## config.mk

```make
export PLATFORM = sky130hd
export DESIGN_NAME = magic_packet_injector
export DESIGN_NICKNAME = d
export VERILOG_FILES = /design/src/rtl/magic_packet_injector.sv
export SDC_FILE = /design/constraint.sdc
export NUM_CORES = 1
export LEC_CHECK = 0
export ABC_CLOCK_PERIOD_IN_PS = 2070
export CELL_PAD_IN_SITES_DETAIL_PLACEMENT = 1
export CELL_PAD_IN_SITES_GLOBAL_PLACEMENT = 1
export CORE_MARGIN = 1.5
export CORE_UTILIZATION = 29
export CTS_CLUSTER_SIZE = 10
export DETAILED_ROUTE_END_ITERATION = 7
export PLACE_DENSITY_LB_ADDON = 0.1
export SETUP_SLACK_MARGIN = 0.15
export SYNTH_ARGS = -nofsm -noshare
export SYNTH_HDL_FRONTEND = slang
export SYNTH_SLANG_ARGS = --single-unit
```

## constraint.sdc

```tcl
create_clock -name clk -period 2.07 [get_ports clk]
set_input_delay 0.414 -clock clk [delete_from_list [all_inputs] [get_ports clk]]
set_output_delay 0.414 -clock clk [all_outputs]
set_load 0.02 [all_outputs]
```

## src/rtl/magic_packet_injector.sv

```systemverilog
// Turns free environment push/pop requests into legal FIFO traffic and tags one
// "magic" packet, tracking how many older entries sit ahead of it until it pops.
module magic_packet_injector #(
  parameter int DEPTH  = 8,
  parameter int WIDTH  = 8,
  parameter int CNTWID = $clog2(DEPTH + 1)
) (
  input  logic              clk,
  input  logic              rst,
  input  logic              req_push,
  input  logic              req_pop,
  input  logic              req_start,
  input  logic [WIDTH-1:0]  req_data,
  output logic              push,
  output logic              pop,
  output logic              start,
  output logic [WIDTH-1:0]  data_in,
  output logic [CNTWID-1:0] occ,
  output logic [1:0]        state,
  output logic [WIDTH-1:0]  magic_packet,
  output logic              magic_out
);

  typedef enum logic [1:0] {
    IDLE     = 2'd0,
    INFLIGHT = 2'd1,
    DONE     = 2'd2
  } state_t;

  localparam logic [CNTWID-1:0] FULL = CNTWID'(DEPTH);

  state_t            state_q, state_d;
  logic [CNTWID-1:0] occ_q, occ_d;
  logic [CNTWID-1:0] ahead_q, ahead_d;
  logic [WIDTH-1:0]  magic_q, magic_d;
  logic [CNTWID-1:0] push_ext, pop_ext;

  always_ff @(posedge clk or posedge rst) begin
    if (rst) begin
      state_q <= IDLE;
      occ_q   <= '0;
      ahead_q <= '0;
      magic_q <= '0;
    end else begin
      state_q <= state_d;
      occ_q   <= occ_d;
      ahead_q <= ahead_d;
      magic_q <= magic_d;
    end
  end

  always_comb begin
    push      = !rst && req_push && (occ_q != FULL);
    pop       = !rst && req_pop && (occ_q != '0);
    start     = !rst && req_start && push && (state_q == IDLE);
    magic_out = pop && (state_q == INFLIGHT) && (ahead_q == '0);
    push_ext  = {{(CNTWID-1){1'b0}}, push};
    pop_ext   = {{(CNTWID-1){1'b0}}, pop};
    occ_d     = occ_q + push_ext - pop_ext;
    state_d   = state_q;
    ahead_d   = ahead_q;
    magic_d   = magic_q;
    case (state_q)
      IDLE: begin
        if (start) begin
          state_d = INFLIGHT;
          magic_d = req_data;
          // a same-cycle pop removes one of the older entries
          ahead_d = occ_q - pop_ext;
        end
      end
      INFLIGHT: begin
        if (pop) begin
          if (ahead_q == '0) state_d = DONE;
          else               ahead_d = ahead_q - 1'b1;
        end
      end
      default: ;  // DONE and the unused encoding are both terminal
    endcase
  end

  assign data_in      = req_data;
  assign occ          = occ_q;
  assign state        = state_q;
  assign magic_packet = magic_q;

endmodule

```

# ---- After elaboration in Yosys (flattened, before gate mapping)
# Cells that the tools add are included.
dict set report op_classes {
  n_mux 8
  shift 0
  n_eq_ne 6
  add_sub_neg 4
  reduce_logical 17
  n_div 0
  bitwise_logic 0
  mul 0
  magnitude_cmp 0
}
# cell count
set op_table {}
lappend op_table {{$mux W4} 3}
lappend op_table {{$logic_and A1 B1 Y1} 9}
lappend op_table {{$pmux W4 S2} 1}
lappend op_table {{$reduce_and A4 Y1} 2}
lappend op_table {{$sub A4 B1 Y4} 2}
lappend op_table {{$mux W2} 3}
lappend op_table {{$ne A2 B2 Y1 const B} 3}
lappend op_table {{$add A4 B1 Y4} 1}
lappend op_table {{$logic_not A4 Y1} 1}
lappend op_table {{$ne A4 B4 Y1 const B} 1}
lappend op_table {{$pmux W2 S2} 1}
lappend op_table {{$reduce_bool A4 Y1} 1}
lappend op_table {{$sub A4 B1 Y4 const B} 1}
lappend op_table {{$eq A2 B1 Y1 const B} 1}
lappend op_table {{$logic_not A2 Y1} 1}
lappend op_table {{$ne A2 B1 Y1 const B} 1}
lappend op_table {{$reduce_and A2 Y1} 1}
lappend op_table {{$reduce_bool A2 Y1} 1}
lappend op_table {{$logic_not A1 Y1} 1}
dict set report totals {
  n_memories 0
  wordCells 39
  latchBits 0
  reg_bits 18
  in_bits 13
  mem_bits_ro 0
  ram_bits 0
}

# ---- Longest topological paths before layout
# Gate-level depths: netlist (run 1).
dict set report depth {
  word_depth 7
  ltp_mapped 11
}

# ---- Worst setup path before layout (run 1)
# No wires, ideal clock.
dict set report synth_path {
  path_type {flip-flop to flip-flop}
  from {register occ_q[2], in the netlist occ[2]}
  to {register occ_q[2], in the netlist occ[2]}
  slack_ns -0.243
  t_arrival_ns 2.190
  required_ns 1.947
  n_path_buf 1
  period_less_slack_ns 2.313
  stages_incl_launch_ff 11
  cell_sequence {dfrtp_1 -> inv_1 -> ha_1 -> nor2b_1 -> or3_1 -> buf_2 -> nand2_1 -> ha_1 -> inv_1 -> fa_1 -> xor2_1}
}
dict set report synth_between {
  elab_chain_cells 4
  elab_cells_between_ends 6
  cone_classes {add/sub (2); eq/ne (1); reduce/logical (3)}
}
# item line
set synth_rtl {}
lappend synth_rtl {{from (decl)} 33} ;# logic [CNTWID-1:0] occ_q, occ_d;
lappend synth_rtl {{from (signal assigned)} 41} ;# occ_q <= '0;
lappend synth_rtl {{from (signal assigned)} 46} ;# occ_q <= occ_d;
lappend synth_rtl {{$ne A4 B4 Y1} 53} ;# push = !rst && req_push && (occ_q != FULL);
lappend synth_rtl {{$logic_and A1 B1 Y1} 53}
lappend synth_rtl {{$add A4 B1 Y4} 59} ;# occ_d = occ_q + push_ext - pop_ext;
lappend synth_rtl {{$sub A4 B1 Y4 (*)} 59}
lappend synth_rtl {{via occ_d[2]} 33}
# The timed path passes the listed nets; every way through them passes the cells marked *.
# A chain may end at the register's enable or synchronous reset.

# ---- Worst setup path after layout (run 1)
dict set report layout_path {
  from {register occ_q[2], in the netlist occ[2]}
  to {register ahead_q[3]}
}
dict set report layout_between {
  elab_chain_cells 6
  elab_cells_between_ends 12
  cone_classes {add/sub (1); eq/ne (3); mux (2); reduce/logical (6)}
}
# item line
set layout_rtl {}
lappend layout_rtl {{branches (longest 6 deep; another with $sub A4 B1 Y4)} n/a}
lappend layout_rtl {{to (signal assigned)} 47} ;# ahead_q <= ahead_d;
lappend layout_rtl {{to (decl)} 34} ;# logic [CNTWID-1:0] ahead_q, ahead_d;
# Several ways; the timed one is not identified. The select of a mux whose other input is x is not followed.

==> impl_metrics.py, run 1 <==
metrics = {
    "clock_tree": {
        "cts_tree": "done",
        "htreeDepth": 1,
        "clk_pin_slew_ns": 0.08,
        "cts_hold_buf": 0,
        "cts-root-buf": "clkbuf_8",
        "clock_sinks": 18,
        "clk-insertion-delay-late_ns": 0.25,
        "clk_path_buf_depth": 2,
        "cts_made_buffers": 3,
    },
    "sta": {
        "finalCritPeriodShare_pct": 97.7,
        "period_needed_ns": 2.02,
        "clock_skew_ns": 0.00251,
        "tightest_slew_ns": 0.267,
        "final_max_slew_viol_count": 0,
        "rsz0062_at_grt": "yes",
        "max_freq_ghz": 0.494,
        "tns_ns": 0,
        "setup-violations-final": 0,
        "max-slew-margin-rel_pct": 82.2,
        "fin_ws_ns": 0.0467,
        "hold_violations": 0,
    },
    "worst_setup_path": {
        "critPathMaxFanout": 4,
        "ff2ff_path_depth": 7,
        "crit_required_ns": 2.22,
        "worst_setup_path_start_kind": "flop",
        "crit_type": "reg2reg",
        "worstPathArrival_ns": 2.18,
        "cp-end-kind": "flop",
    },
    "floorplanning": {
        "die_h_um": 65,
        "die_area_um2": 4230,
        "rows": 22,
        "design.core.area_um2": 3690,
        "start_util_pct": 30.2,
        "die_w_um": 65,
        "ioPinCount": 39,
    },
    "logic_synthesis": {
        "async_flop_share_pct": 100,
        "yosysMostFrequentCell": "nand2_1",
        "synth.top_cells.by_area": "dfrtp_1 (40%), ha_1 (10%), nand2_1 (9.8%)",
        "yosysTopAreaCellShare_pct": 40.4,
        "ys_seq_area_share_pct": 40.4,
        "synth_ff_type": "dfrtp_1",
        "yosys.area.top_type": "dfrtp_1",
        "yosysWarnings": 0,
        "synth.ff_latch_count": 18,
        "ys_top_cells_by_count": "nand2_1 (29), dfrtp_1 (18), nor2_1 (13), ha_1 (9), inv_1 (9)",
        "synthCells": 124,
        "synth_area_per_cell_um2": 8.99,
        "synth_cell_types": 32,
        "syn_nets": 147,
        "synth_edf_count": 0,
        "synth_area_um2": 1110,
    },
    "job": {
        "cap_violations": 0,
    },
    "drt": {
        "drc": 0,
        "first_iter_violations": 23,
        "viasPerCell": 4.46,
        "final_antenna_net_count": 0,
        "vias": 1066,
        "post_drt_wl_per_cell_um": 13.6,
        "routed_wl_mm": 3.26,
        "drt-pass1-iter-count": 2,
    },
    "global_route": {
        "grt_pass1_vias": 1165,
        "antenna_found_initial": 0,
        "overflow": 0,
        "grt_pass1_wl_mm": 5.39,
        "grt_max_degree": 19,
        "track_usage_pct": 16.4,
    },
    "placement": {
        "place_inst": 223,
        "gp_congestion": 0.746,
        "place_area_um2": 1720,
        "dpl_worst_slack_ns": -0.481,
        "io_buffer_count": 38,
        "dp_hpwl_mm": 2.39,
    },
    "power": {
        "p_per_area_nw_per_um2": 1400,
        "ir_worst_vdd_mv": 0.845,
        "p_leak_nw": 0.978,
    },
    "cells_and_area": {
        "drive_gt1_share_pct": 37.7,
        "nets": 215,
        "antennaDiodeCount": 0,
        "fin_cells": 239,
        "syn2layout_area_growth_pct": 73.4,
        "fin_area_um2": 1930,
    },
    "outcome": {
        "outcome": "complete, no violations",
    },
    "min_path": {
        "min_path_type": "in2async",
    },
}
where the power goes:
group / switching [W] / internal, W
combinational: 0.000840 / 0.000928
clock: 0.000128 / 0.000169
sequential: 0.000127 / 0.000523
total: 0.00110 / 0.00162
final timing paths:
check                                             from                          end  slack (ns)
min in group clk           magic_packet[2]$_DFFE_PP0P_  magic_packet[2]$_DFFE_PP0P_        0.48
max reg2reg                           occ[2]$_DFF_PP0_       ahead_q[3]$_DFFE_PP0P_        0.05
max                                   occ[2]$_DFF_PP0_       ahead_q[3]$_DFFE_PP0P_        0.05
max in group asynchronous                          rst             occ[2]$_DFF_PP0_        1.54
min                                                rst  magic_packet[1]$_DFFE_PP0P_        0.31
min reg2reg                magic_packet[2]$_DFFE_PP0P_  magic_packet[2]$_DFFE_PP0P_        0.48
kinds of logic (layout without fill, tap and decap cells):
group / count (synthesis) / after routing / synth area share, %
and+or+nand+nor: 54 / 54 / 23.1
buffers and inverters: 22 / 89 / 10.7
DFF: 18 / 18 / 40.4
AOI/OAI and AO/OA: 16 / 16 / 10.8
adders and majority gates: 10 / 10 / 11.9
xor gates and xnor gates: 4 / 4 / 3.14
flip-flops by register name (all words and copies together), names as in the netlist:
signal	cells
ahead_q	4
state	2
magic_packet	8
occ	4
per-stage QoR:
step	utilization [%]	total power (W)	hold WS (ns)
after floorplan	-	0.00149	0.258
after global placement	46.6	0.00215	0.456
after detailed placement	46.6	0.00220	0.465
after CTS	48.8	0.00255	0.481
after global routing	52.4	0.00294	0.354
final	52.4	0.00271	0.311
final cells by class:
| type | count | area, µm² |
|---|---|---|
| clock buffer | 4 | 55.1 |
| fill | 446 | 1760 |
| inverter | 12 | 56.3 |
| multi-input combinational | 84 | 657 |
| sequential | 18 | 454 |
| tap | 48 | 60.1 |
| timing repair buffer | 73 | 651 |
critical path, stage by stage, from the launching register on:
cell and delay, ns:
dfrtp_2 0.39, inv_4 0.06, ha_2 0.20, a2111o_1 0.44, buf_6 0.15, a21boi_4 0.13
or4b_1 0.46, o311ai_1 0.10
layer usage:
metal | up-vias | track usage, % | share of wire (%)
met5 | - | 0 | 0
met4 | 0 | 4.79 | 0.89
met3 | 2 | 3.13 | 3.8
met2 | 18 | 28.5 | 52
met1 | 520 | 20.7 | 43
li1 | 526 | - | -
cell usage in the layout, fill, tap and decap left out, drive strengths merged:
cell type,n
buf,38
nand2,29
clkdlybuf4s50,22
dfrtp,18
nor2,13
inv,11
ha,9
dlygate4sd2,6
dlymetal6s2s,6
clkbuf,5
a21oi,4
o21ai,3
xor2,3
a31oi,3
nand2b,3
a21boi,2
nor2b,2
nor3b,1
nand3b,1
a2111o,1
o22a,1
and3,1
clkinvlp,1
or3,1
xnor2,1
nor3,1
or4b,1
o311ai,1
or2,1
o31ai,1
fa,1
repair_timing:
item                       in CTS  in global routing
setup endpoints to repair      13                 15
setup buffers                   4                  8
gates resized for setup        24                 22
cloned                          0                  0
pin swaps                       6                  6
Note: power is estimated with default switching activity, not from simulation.
==> run 2, diff against run 1 <==
--- a/config.mk
+++ b/config.mk
@@ -5,11 +5,10 @@
 export SDC_FILE = /design/constraint.sdc
 export NUM_CORES = 1
 export LEC_CHECK = 0
-export ABC_CLOCK_PERIOD_IN_PS = 2070
+export ABC_CLOCK_PERIOD_IN_PS = 2200
 export CELL_PAD_IN_SITES_DETAIL_PLACEMENT = 1
 export CELL_PAD_IN_SITES_GLOBAL_PLACEMENT = 1
-export CORE_MARGIN = 1.5
-export CORE_UTILIZATION = 29
+export CORE_UTILIZATION = 32
 export CTS_CLUSTER_SIZE = 10
 export DETAILED_ROUTE_END_ITERATION = 7
 export PLACE_DENSITY_LB_ADDON = 0.1
==> constraint.sdc (replaced) <==
create_clock -name clk -period 2.2 [get_ports clk]
set_input_delay 0.44 -clock clk [delete_from_list [all_inputs] [get_ports clk]]
set_output_delay 0.44 -clock clk [all_outputs]
set_load 0.02 [all_outputs]
==> run 2 against run 1 <==
Critical path depth decreased by 3. Sequential share of layout area increased by 1.3 points. Count of clock-buffer cells in the layout unchanged. Setup slack improved by 0.10 ns. Clock power decreased by 29%. Critical path type is now reg2out. Largest power group unchanged.
==> impl_metrics.py, run 2 (same netlist as run 1, synthesis figures left out) <==
metrics = {
    "outcome": {
        "outcome": "complete, no violations",
    },
    "placement": {
        "dp_hpwl_mm": 2.38,
        "place_inst": 219,
        "io_buffer_count": 38,
        "gp_congestion": 0.849,
    },
    "floorplanning": {
        "start_util_pct": 33.4,
        "die_h_um": 61.0,
        "die_area_um2": 3720,
        "rows": 21,
        "design.core.area_um2": 3340,
        "die_w_um": 61.0,
        "ioPinCount": 39,
    },
    "sta": {
        "max-slew-margin-rel_pct": 78.9,
        "final_max_slew_viol_count": 0,
        "max_freq_ghz": 0.488,
        "rsz0062_at_grt": "yes",
        "finalCritPeriodShare_pct": 93.1,
        "period_needed_ns": 2.05,
        "setup-violations-final": 0,
        "hold_violations": 0,
        "clock_skew_ns": 0.00122,
        "tightest_slew_ns": 0.316,
    },
    "clock_tree": {
        "clk_path_buf_depth": 2,
        "cts-root-buf": "clkbuf_4",
        "clock_sinks": 18,
        "cts_made_buffers": 3,
        "clk-insertion-delay-late_ns": 0.30,
        "htreeDepth": 1,
        "cts_tree": "done",
        "clk_pin_slew_ns": 0.11,
    },
    "power": {
        "p_leak_nw": 0.890,
        "p_int_w": 0.00137,
        "ir_worst_vdd_mv": 0.618,
        "p_seq_share_pct": 26.0,
        "p_per_area_nw_per_um2": 1290,
        "clkPwrFrac_pct": 9.1,
        "p_switching_w": 0.000987,
        "pwr-share-comb_pct": 64.9,
        "p_sw_share_pct": 41.9,
    },
    "min_path": {
        "min_path_type": "in2async",
    },
    "drt": {
        "viasPerCell": 4.57,
        "vias": 1056,
        "final_antenna_net_count": 0,
        "drc": 0,
        "drt-pass1-iter-count": 2,
        "routed_wl_mm": 3.06,
        "first_iter_violations": 14,
        "post_drt_wl_per_cell_um": 13.2,
    },
    "worst_setup_path": {
        "crit_required_ns": 1.76,
        "ff2ff_path_depth": 6,
        "r2r_start": "occ[3]$_DFF_PP0_",
        "critPathMaxFanout": 3,
        "r2r_slack_ns": 0.15,
        "worstPathArrival_ns": 1.61,
        "worst_setup_path_start_kind": "flop",
        "cpMaxStageDelayCell": "a2111o_1",
        "crit_type": "reg2out",
        "cp-end-kind": "primary output",
        "r2r_end": "ahead_q[3]$_DFFE_PP0P_",
        "path_cells": "ha_4 -> a2111o_1 -> inv_2 -> buf_6",
        "slowest_delay_ns": 0.46,
    },
    "global_route": {
        "grt_pass1_wl_mm": 4.84,
        "track_usage_pct": 18.0,
        "grt_max_degree": 19,
        "grt_pass1_vias": 1102,
        "antenna_found_initial": 0,
        "overflow": 0,
    },
    "cells_and_area": {
        "nets": 209,
        "n_fill_cell": 385,
        "largest_reg_flops": 8,
        "final_common_cell": "clkdlybuf4s50_1",
        "fin_cells": 231,
        "multiInputGateArea_um2": 636,
        "syn2layout_area_growth_pct": 64.0,
        "drive_gt1_share_pct": 33.5,
        "final_cell_mix": "clkdlybuf4s50_1 (31), nand2_1 (28), buf_4 (28)",
        "final_core_util_pct": 54.8,
        "regArea_um2": 453,
        "antennaDiodeCount": 0,
    },
    "job": {
        "cap_violations": 0,
    },
}
[run 2: cell types whose count changed in the layout (fill, tap and decap cells not counted), moves of 2 or more]
cell,before,now
dlymetal6s2s_1,6,0
clkdlybuf4s50_1,22,31
inv_4,3,1
clkbuf_4,0,3
inv_2,3,6
clkbuf_8,4,1
buf_4,33,28
dlygate4sd2_1,6,4
ha_1,3,5
[run 2: stage by stage]
step	hold slack [ns]	power (W)	instance area [µm²]	setup TNS, ns	worst slack, ns
floorplan	0.284	0.00139	1170	0	0.0640
global placement	0.458	0.00196	1680	-2.57	-0.398
detailed placement	0.464	0.00202	1680	-3.02	-0.414
CTS	0.453	0.00225	1730	0	0.123
global route	0.472	0.00257	1830	0	0.0845
finish	0.459	0.00235	1830	0	0.152
[run 2: cell type report]
type / count / share of cell area (%)
multi-input combinational: 84 / 34.8
sequential: 18 / 24.8
timing repair buffer: 67 / 32.5
tap: 46 / 3.15
inverter: 12 / 2.81
clock buffer: 4 / 1.98
[run 2: worst max path at each step]
stage,endpoint,from,slack [ns],depth (start not counted)
finish,start,occ[3]$_DFF_PP0_,0.15,4
global route,start,occ[3]$_DFF_PP0_,0.08,4
CTS,start,occ[2]$_DFF_PP0_,0.12,5
detailed placement,start,req_push,-0.41,5
global placement,start,req_push,-0.40,5
floorplan,occ[1]$_DFF_PP0_,occ[3]$_DFF_PP0_,0.06,10
[run 2: timing repair]
action,CTS,global route
setup buffers,1,7
hold buffers,0,0
endpoints found under the setup margin,10,5
resized for setup,21,11
pin swaps,3,6
[run 2: power by group through the flow]
stage / Combinational, W / Sequential (W) / Clock (W)
6_report: 0.00153 / 0.000612 / 0.000213
5_1_grt: 0.00170 / 0.000631 / 0.000240
4_1_cts: 0.00142 / 0.000610 / 0.000221
3_5_place_dp: 0.00140 / 0.000613 / 0
3_3_place_gp: 0.00136 / 0.000599 / 0
2_1_floorplan: 0.000625 / 0.000764 / 0
[run 2: routing by layer]
metal / routed length [µm] / share of wire (%) / GRT usage [%]
met5: 0 / 0 / 0
met2: 1680 / 55 / 34.2
met1: 1180 / 39 / 18.9
met4: 66 / 2.2 / 9.74
met3: 123 / 4.0 / 2.94
[run 2: critical path: cells and delay by family, from the launching register on]
kind            cells  cell delay, ns
fa+ha+maj           1            0.18
buf+inv             2            0.21
flops               1            0.45
compound gates      1            0.46
